--- config.mk ---
export PLATFORM = sky130hd
export DESIGN_NAME = memory
export DESIGN_NICKNAME = d
export VERILOG_FILES = /design/src/rtl/memory_pkg.sv /design/src/rtl/memory.sv
export SDC_FILE = /design/constraint.sdc
export NUM_CORES = 1
export LEC_CHECK = 0
export ABC_AREA = 0
export ABC_CLOCK_PERIOD_IN_PS = 5900
export CORE_MARGIN = 2
export CORE_UTILIZATION = 35
export CTS_CLUSTER_SIZE = 10
export DETAILED_ROUTE_END_ITERATION = 10
export GPL_TIMING_DRIVEN = 0
export HOLD_SLACK_MARGIN = 0.1
export PLACE_DENSITY = 0.53
export SETUP_SLACK_MARGIN = 0.02
export SYNTH_ARGS = -nofsm -noshare
export SYNTH_HDL_FRONTEND = slang
export SYNTH_SLANG_ARGS = --single-unit
--- constraint.sdc ---
create_clock -name clk -period 5.9 [get_ports clk]
set_input_delay 0.885 -clock clk [delete_from_list [all_inputs] [get_ports clk]]
set_output_delay 0.885 -clock clk [all_outputs]
set_load 0.01 [all_outputs]
--- src/rtl/memory_pkg.sv ---
// Shared definitions for the word memory and the processor that uses it.
package memory_pkg;

    localparam int unsigned MEM_ADDR_WIDTH = 6;
    localparam int unsigned MEM_DATA_WIDTH = 16;

    typedef enum logic {
        ST_CLEAR = 1'b0,
        ST_READY = 1'b1
    } mem_state_e;

endpackage : memory_pkg

--- src/rtl/memory.sv ---
// Single-port word memory with a loader write port and an optional zero-fill
// sweep after reset. Reads are registered and read-first.
module memory
    import memory_pkg::*;
#(
    parameter int unsigned ADDR_WIDTH     = MEM_ADDR_WIDTH,
    parameter int unsigned DATA_WIDTH     = MEM_DATA_WIDTH,
    parameter bit          CLEAR_ON_RESET = 1'b1
) (
    input  logic                  clk,
    input  logic                  rst_n,
    input  logic                  we,
    input  logic [ADDR_WIDTH-1:0] addr,
    input  logic [DATA_WIDTH-1:0] data,
    output logic [DATA_WIDTH-1:0] out,
    input  logic                  boot_we,
    input  logic [ADDR_WIDTH-1:0] boot_addr,
    input  logic [DATA_WIDTH-1:0] boot_data,
    output logic                  busy
);

    localparam int unsigned DEPTH       = 32'(1) << ADDR_WIDTH;
    localparam mem_state_e  RESET_STATE = CLEAR_ON_RESET ? ST_CLEAR : ST_READY;

    logic [DATA_WIDTH-1:0] mem_q [DEPTH];
    mem_state_e            state_q;
    logic [ADDR_WIDTH-1:0] sweep_q;
    logic [DATA_WIDTH-1:0] out_q;
    logic                  busy_q;

    logic                  wr_en_c;
    logic [ADDR_WIDTH-1:0] wr_addr_c;
    logic [DATA_WIDTH-1:0] wr_data_c;

    // Array write port: sweep in CLEAR, loader over processor in READY.
    // Note rst_n is active-high: no array write while it is asserted.
    always_comb begin
        wr_en_c   = 1'b0;
        wr_addr_c = addr;
        wr_data_c = data;
        if (!rst_n) begin
            if (state_q == ST_CLEAR) begin
                wr_en_c   = 1'b1;
                wr_addr_c = sweep_q;
                wr_data_c = '0;
            end else if (boot_we) begin
                wr_en_c   = 1'b1;
                wr_addr_c = boot_addr;
                wr_data_c = boot_data;
            end else if (we) begin
                wr_en_c   = 1'b1;
            end
        end
    end

    always_ff @(posedge clk) begin
        if (wr_en_c) begin
            mem_q[wr_addr_c] <= wr_data_c;
        end
    end

    // Control FSM: sweep counter, busy flag and registered read data.
    always_ff @(posedge clk) begin
        if (rst_n) begin
            state_q <= RESET_STATE;
            busy_q  <= CLEAR_ON_RESET;
            sweep_q <= '0;
            out_q   <= '0;
        end else begin
            case (state_q)
                ST_CLEAR: begin
                    out_q   <= '0;
                    sweep_q <= sweep_q + ADDR_WIDTH'(1);
                    if (&sweep_q) begin
                        state_q <= ST_READY;
                        busy_q  <= 1'b0;
                    end
                end
                ST_READY: begin
                    out_q <= mem_q[addr];
                end
                default: begin
                    state_q <= RESET_STATE;
                    busy_q  <= CLEAR_ON_RESET;
                    sweep_q <= '0;
                    out_q   <= '0;
                end
            endcase
        end
    end

    assign out  = out_q;
    assign busy = busy_q;

endmodule : memory

==> results of run 1 <==
-- flip-flops by register name, indices dropped and copies added, names as in the netlist --
register,flops
out,16
busy,1
sweep_q,6
mem_q,1024
state_q,1
-- tightest hold or removal path, delay by kind of cell (launching register included) --
kind,cells,cell delay (ns)
flops,1,0.36
compound gates,2,0.15
-- power by group --
group | internal [µW] | total [µW] | switching [µW]
sequential | 8220 | 8230 | 10.6
combinational | 329 | 938 | 609
clock | 3780 | 6620 | 2830
-- cells in the final DEF, fill, tap and decap left out, types with 6 or more instances in the layout --
master           instances
buf_12                  20
a31oi_1                  8
buf_6                   20
mux4_2                 233
clkbuf_16              118
buf_4                   15
buf_16                  24
clkdlybuf4s50_1         60
a211oi_1                14
nor3_1                   7
buf_8                   41
nor2_2                  57
mux4_1                   9
nand2_1                 49
a221oi_1                14
nor2_1                  17
edfxtp_1              1024
nand3_2                  6
dfxtp_1                 24
o21ai_4                 16
o221ai_1                22
buf_2                   42
nor3b_1                  7
o22ai_1                 33
nand3_1                 14
a22o_1                  14
clkbuf_1                92
nor2b_1                 27
a21oi_1                 36
mux2i_1                 70
o211ai_1                12
o21ai_0                 16
o21ai_1                 16
-- metal layers --
layer  routed length, µm  part of all wire  global-route usage  vias up
li1                    -                 -                   -     8591
met1               50180              0.41              0.2845    11591
met2               57520              0.47              0.3278     1039
met3               10420             0.085             0.04194      214
met4                4722             0.038             0.08045        4
met5                  29           0.00024                   0        -
-- area by class of cell --
type,count,area (µm²),area share
multi-input cells,747,9105,0.1873
flip-flops and latches,1048,31230,0.6426
clock buffers,184,3211,0.06606
diodes,2,5.005,0.0001030
plain buffers,104,684.4,0.01408
repair buffers,149,2262,0.04655
inverters,4,17.52,0.0003604
well taps,1524,1907,0.03923
clock inverters,12,178.9,0.003681
-- kinds of logic (layout without fill, tap and decap cells) --
| family | after synthesis | count (layout) | synth area share |
|---|---|---|---|
| compound gates | 217 | 217 | 0.03613 |
| xor+xnor | 4 | 4 | 0.0008611 |
| flops | 1048 | 1048 | 0.7674 |
| fa+ha+maj | 1 | 1 | 0.0003074 |
| mux | 316 | 316 | 0.1531 |
| simple gates | 209 | 209 | 0.02494 |
| buf+inv | 108 | 453 | 0.01725 |
| other cells | 0 | 2 | 0 |
-- worst max-delay path by stage --
stage | cells past startpoint | endpoint | slack [ns]
after floorplan | 5 | mem_q[0][10] | 1.08
final | 8 | mem_q[62][0] | 1.56
after detailed placement | 8 | mem_q[62][0] | 0.96
after global routing | 8 | mem_q[62][14] | 1.55
after global placement | 6 | mem_q[16][6] | -4.84
after CTS | 8 | mem_q[62][0] | 1.68
-- through the flow --
| stage | instances | power, µW | instance area [µm²] | hold slack (ns) |
|---|---|---|---|---|
| 2_1_floorplan | 1903 | 8877 | 40690 | 0.4837 |
| 3_5_place_dp | 3575 | 9319 | 45200 | 0.5400 |
| 4_1_cts | 3771 | 15880 | 48590 | 0.5493 |
| 6_report | 3774 | 15780 | 48600 | 0.5592 |
| 5_1_grt | 3772 | 16200 | 48600 | 0.6005 |
| 3_3_place_gp | 3487 | 9274 | 43200 | 0.5336 |
==> summary.txt, run 1 <==
Clock tree
  – Clk slew on worst S/H paths: roughly 0.060 ns
  – Total setup buffers inserted after CTS: 0
  – Clk buf depth: 3
  – Worst skew pair latency: 0.72 ns
  – CTS root buf: clkbuf_16
  – Cts hold-fix bufs: 0
  – Clk sinks: 1,048
  – Num CTS Buffers: around 120
  – CTS resizes: 0
  – H-Tree Depth: 3
  – CTS tree: done

STA
  – Min Tclk post-route: ~4.3 ns
  – Max Clock Freq: 0.2303 GHz
  – Final Cycle Share: 0.7360
  – Final WS setup: between 1.5 and 2 ns
  – Final hold vios: 0
  – RSZ-0062 raised after global routing: no
  – Slew margin rel.: -0.01925
  – Setup tns final: 0 ns
  – # setup viols final: 0
  – Worst Skew: between 0.02 and 0.03 ns
  – Fin. max-slew vios: 1
  – Measured slew at the worst slew-check pin: 1.490 ns

Synth
  – Mapped Cells: about 1,900
  – Post-Syn Area per Cell: about 21 µm²
  – Sequential share of the synthesized area: 0.7674
  – Post-synth cell types: between 50 and 60
  – Ys Warns: 0
  – Post-synth top area share: 0.7556
  – Post-synth top area cell: edfxtp_1
  – Ys async rst share: 0
  – Syn nets: 1,952
  – Most common cell in the netlist: edfxtp_1
  – Post-synth EDFFs: approximately 1,000
  – Synth area leaders: edfxtp_1, mux4_2, mux2i_1
  – Netlist Area Pre-Place: around 41,000 µm²
  – Register bit total from synthesis: 1,048
  – Synth cell count leaders: edfxtp_1, mux4_2, nor2_1, mux2i_1, nand2_1
  – Main synth FF type: edfxtp_1

Drt
  – Drt first-iter violations: ~2,800
  – Antenna viol nets, final: 0
  – Vias per inst: 5.681
  – Drc violations: 0
  – Final WL: around 120 mm
  – 1st-pass router iterations: 7
  – WL/cell: 32.56 µm
  – Vias: around 21,000

Die
  – I/O pin count: between 60 and 70
  – Initial cell density of the core: 0.3516
  – Rows: between 100 and 150
  – Die H: around 340 µm
  – Die X-Extent: 345.0 µm
  – Core Region: around 120,000 µm²
  – Die footprint: 119,000 µm²

Critical path
  – Worst EP arrival: between 4 and 5 ns
  – Worst r2r dst: mem_q[20][10]
  – FF-to-FF Start: state_q
  – Crit-path cells: clkdlybuf4s50_1 -> clkbuf_1 -> nor3b_1 -> o21ai_1 -> o221a_2 -> nand3_1 -> nor2_2 -> buf_8
  – Required @ worst endpoint: approximately 6.3 ns
  – CP startpoint kind: primary input
  – Worst Setup SP: rst_n
  – Crit path kind: primary input to flip-flop
  – R2R setup slack: between 2 and 2.5 ns
  – CP endpoint kind: flip-flop
  – Buf+Inv Stages, Crit Path: 3
  – Worst reg2reg path depth: 6
  – Slowest library cell on the worst path: nor2_2
  – CP Max Fanout: 10
  – Delay of the slowest critical-path stage: slightly below 0.9 ns
  – CP top delay family: simple AND/OR/NAND/NOR gates

Power and ir drop
  – Leakage power: roughly 0.015 µW
  – Power density over the cells: approximately 320 nW/µm²
  – Max VDD drop: about 0.24 mV

Cells and area
  – Proportion of layout cells with a drive suffix above 1: 0.2785
  – Layout Nets: ~2,200
  – Layout area overhead: 19.43%
  – Final core occ: 0.4199
  – Fillers: 10,004

Outcome
  – Failing checks: max-capacitance violations, max-slew violations
  – Outcome: complete, but fails checks

Place
  – Worst slack, placed: approximately 0.96 ns
  – HPWL after DPL: between 80 and 90 mm
  – I/O Buffers: 60
  – Final RePlAce weighted congestion: 0.8966

Worst hold path
  – Worst Hold Class: flip-flop to flip-flop
  – Worst hold stages: 2
  – Critical hold path startpoint: sweep_q[5]
  – Worst Hold Endpoint: sweep_q[5]

Global route
  – First-pass GRT wire length: approximately 170 mm
  – Vias in the first global route: between 20,000 and 25,000
  – Total GRT Usage: 0.2077
  – GRT overflow: 0
  – Initial antenna violation count: 5
  – Largest net degree at the start of global routing: 41

Flow run
  – Max-cap viol count: 1
No activity file was read; power rests on OpenSTA's default activity.
==> run 2, diff against run 1 <==
Settings changed: ABC_CLOCK_PERIOD_IN_PS 5900 to 3600, PLACE_DENSITY 0.53 to 0.54.
Clock period 5.9 ns to 3.6 ns, I/O delays scaled along.
==> summary.txt, run 2 (synthesis gave the netlist of run 1 again) <==
Drt
  – Vias per inst: between 5 and 6
  – Drt first-iter violations: ~2,700
  – Antenna viol nets, final: 0
  – Drc violations: 0
  – 1st-pass router iterations: 5
  – Final WL: around 120 mm
  – WL/cell: 32.11 µm
  – Vias: between 20,000 and 25,000

Clock tree
  – H-Tree Depth: 3
  – Clk sinks: 1,048
  – Num CTS Buffers: roughly 120
  – Cts hold-fix bufs: 0
  – Clk slew on worst S/H paths: ~0.05 ns
  – Clk buf depth: 3
  – Total setup buffers inserted after CTS: 0
  – CTS root buf: clkbuf_16
  – CTS tree: done
  – Worst skew pair latency: 0.72 ns

Critical path
  – Required @ worst endpoint: around 4.2 ns
  – CP startpoint kind: primary input
  – Worst EP arrival: ~4.1 ns
  – Worst reg2reg path depth: 6
  – Crit path kind: primary input to flip-flop
  – R2R setup slack: between 0.3 and 0.4 ns
  – CP endpoint kind: flip-flop
  – Worst r2r dst: out[12]
  – CP Max Fanout: 10
  – FF-to-FF Start: state_q

Cells and area
  – Max reg flops: slightly above 1,000
  – Proportion of layout cells with a drive suffix above 1: 0.2805
  – Layout area overhead: 18.94%
  – Design area: 48,400 µm²
  – Fillers: approximately 10,000
  – Commonest non-fill, non-tap cell in the layout: edfxtp_1
  – Layout Nets: ~2,200
  – Largest Register: mem_q
  – Most frequent cells in the layout: edfxtp_1, mux4_2, clkbuf_16

Worst hold path
  – Worst Hold Endpoint: busy
  – Worst hold stages: 2
  – Worst Hold Class: flip-flop to flip-flop
  – Critical hold path startpoint: busy

Place
  – Final RePlAce weighted congestion: ~0.87
  – I/O Buffers: 60
  – HPWL after DPL: between 80 and 90 mm
  – Dpl cell area: approximately 45,000 µm²

STA
  – Final hold slack: between 0.4 and 0.5 ns
  – Worst Skew: ~0.038 ns
  – Final hold vios: 0
  – Fin. max-slew vios: 0
  – # setup viols final: 0
  – Min Tclk post-route: between 3 and 4 ns
  – RSZ-0062 raised after global routing: yes
  – Max Clock Freq: about 0.28 GHz
  – Measured slew at the worst slew-check pin: between 1 and 1.5 ns
  – Slew margin rel.: 0.0001603
  – Final Cycle Share: 0.9895

Power and ir drop
  – Max VDD drop: a little under 0.4 mV
  – Pwr Total: roughly 26,000 µW
  – Power density over the cells: ~530 nW/µm²
  – Leakage power: about 0.015 µW

Outcome
  – Failing checks: max-capacitance violations
  – Outcome: complete, but fails checks

Die
  – Initial cell density of the core: 0.3516
  – Die H: 345.0 µm
  – Die footprint: between 100,000 and 150,000 µm²
  – Rows: approximately 130
  – Core Region: between 100,000 and 150,000 µm²
  – Die X-Extent: between 300 and 400 µm
  – I/O pin count: 65

Global route
  – Busiest grt layer: met2
  – GRT overflow: 0
  – Largest net degree at the start of global routing: between 40 and 50
  – Grt met2 use: 0.3247
  – Initial antenna violation count: 6
  – Grt met3 use: 0.03809
  – First-pass GRT wire length: approximately 170 mm
  – Vias in the first global route: between 20,000 and 25,000
  – GR Layer Usage met1: 0.2784
  – Total GRT Usage: 0.2031

Flow run
  – Max-cap viol count: 1
-- run 2: cell types whose count changed in the layout (fill, tap and decap cells not counted), moves of 3 or more --
cell,previous run,this run
buf_16,24,17
buf_8,41,44
and3_1,3,0
nor2_4,0,3
nor2_2,57,54
clkbuf_1,92,78
and3_2,0,3
-- run 2: repair_timing --
item	CTS	global route
hold endpoints to repair	0	0
setup endpoints to repair	53	255
gates resized for setup	1	8
-- run 2: worst max-delay path, stage by stage --
cell	delay [ns]
clkdlybuf4s50_1	0.54
clkbuf_1	0.32
nor3_1	0.92
clkbuf_1	0.56
o221ai_1	0.37
a21oi_1	0.44
a22o_1	0.42
-- run 2: metal layers --
metal / wire (µm) / vias to the layer above
met5: 0 / -
met4: 4498 / 0
met3: 10760 / 184
met2: 56770 / 1074
met1: 48530 / 11463
li1: - / 8554
-- run 2: cell type report --
type / count / area (µm²) / area share
plain buffers: 103 / 681.9 / 0.01409
clock buffers: 173 / 3179 / 0.06569
repair buffers: 145 / 2118 / 0.04377
inverters: 4 / 17.52 / 0.0003619
multi-input cells: 747 / 9140 / 0.1888
flip-flops and latches: 1048 / 31230 / 0.6452
diodes: 2 / 5.005 / 0.0001034
well taps: 1524 / 1907 / 0.03940
clock inverters: 8 / 121.4 / 0.002508
-- run 2: how the worst max path moves through the flow --
stage	startpoint	to	slack, ns	cells after the start
finish	rst_n	out[12]	0.04	7
global route	addr[4]	mem_q[36][11]	0.02	7
global placement	rst_n	mem_q[16][12]	-3.71	6
detailed placement	addr[2]	mem_q[62][4]	-0.78	7
CTS	rst_n	mem_q[38][6]	0.02	8
floorplan	boot_we	mem_q[0][10]	0.22	5
-- run 2: power breakdown --
part	switching, µW	internal (µW)
combinational	999	525
sequential	18.0	13500
clock	4580	6020
total	5600	20000
-- run 2: metrics by stage --
step                setup WS, ns  instances    util   TNS, ns
CTS                      0.02097       3752  0.4179         0
detailed placement       -0.7821       3572  0.3894   -390.99
floorplan                 0.2204       1903       -         0
global placement          -3.714       3487  0.3733  -4068.90
global route             0.02070       3752  0.4182         0
finish                   0.03769       3754  0.4182         0
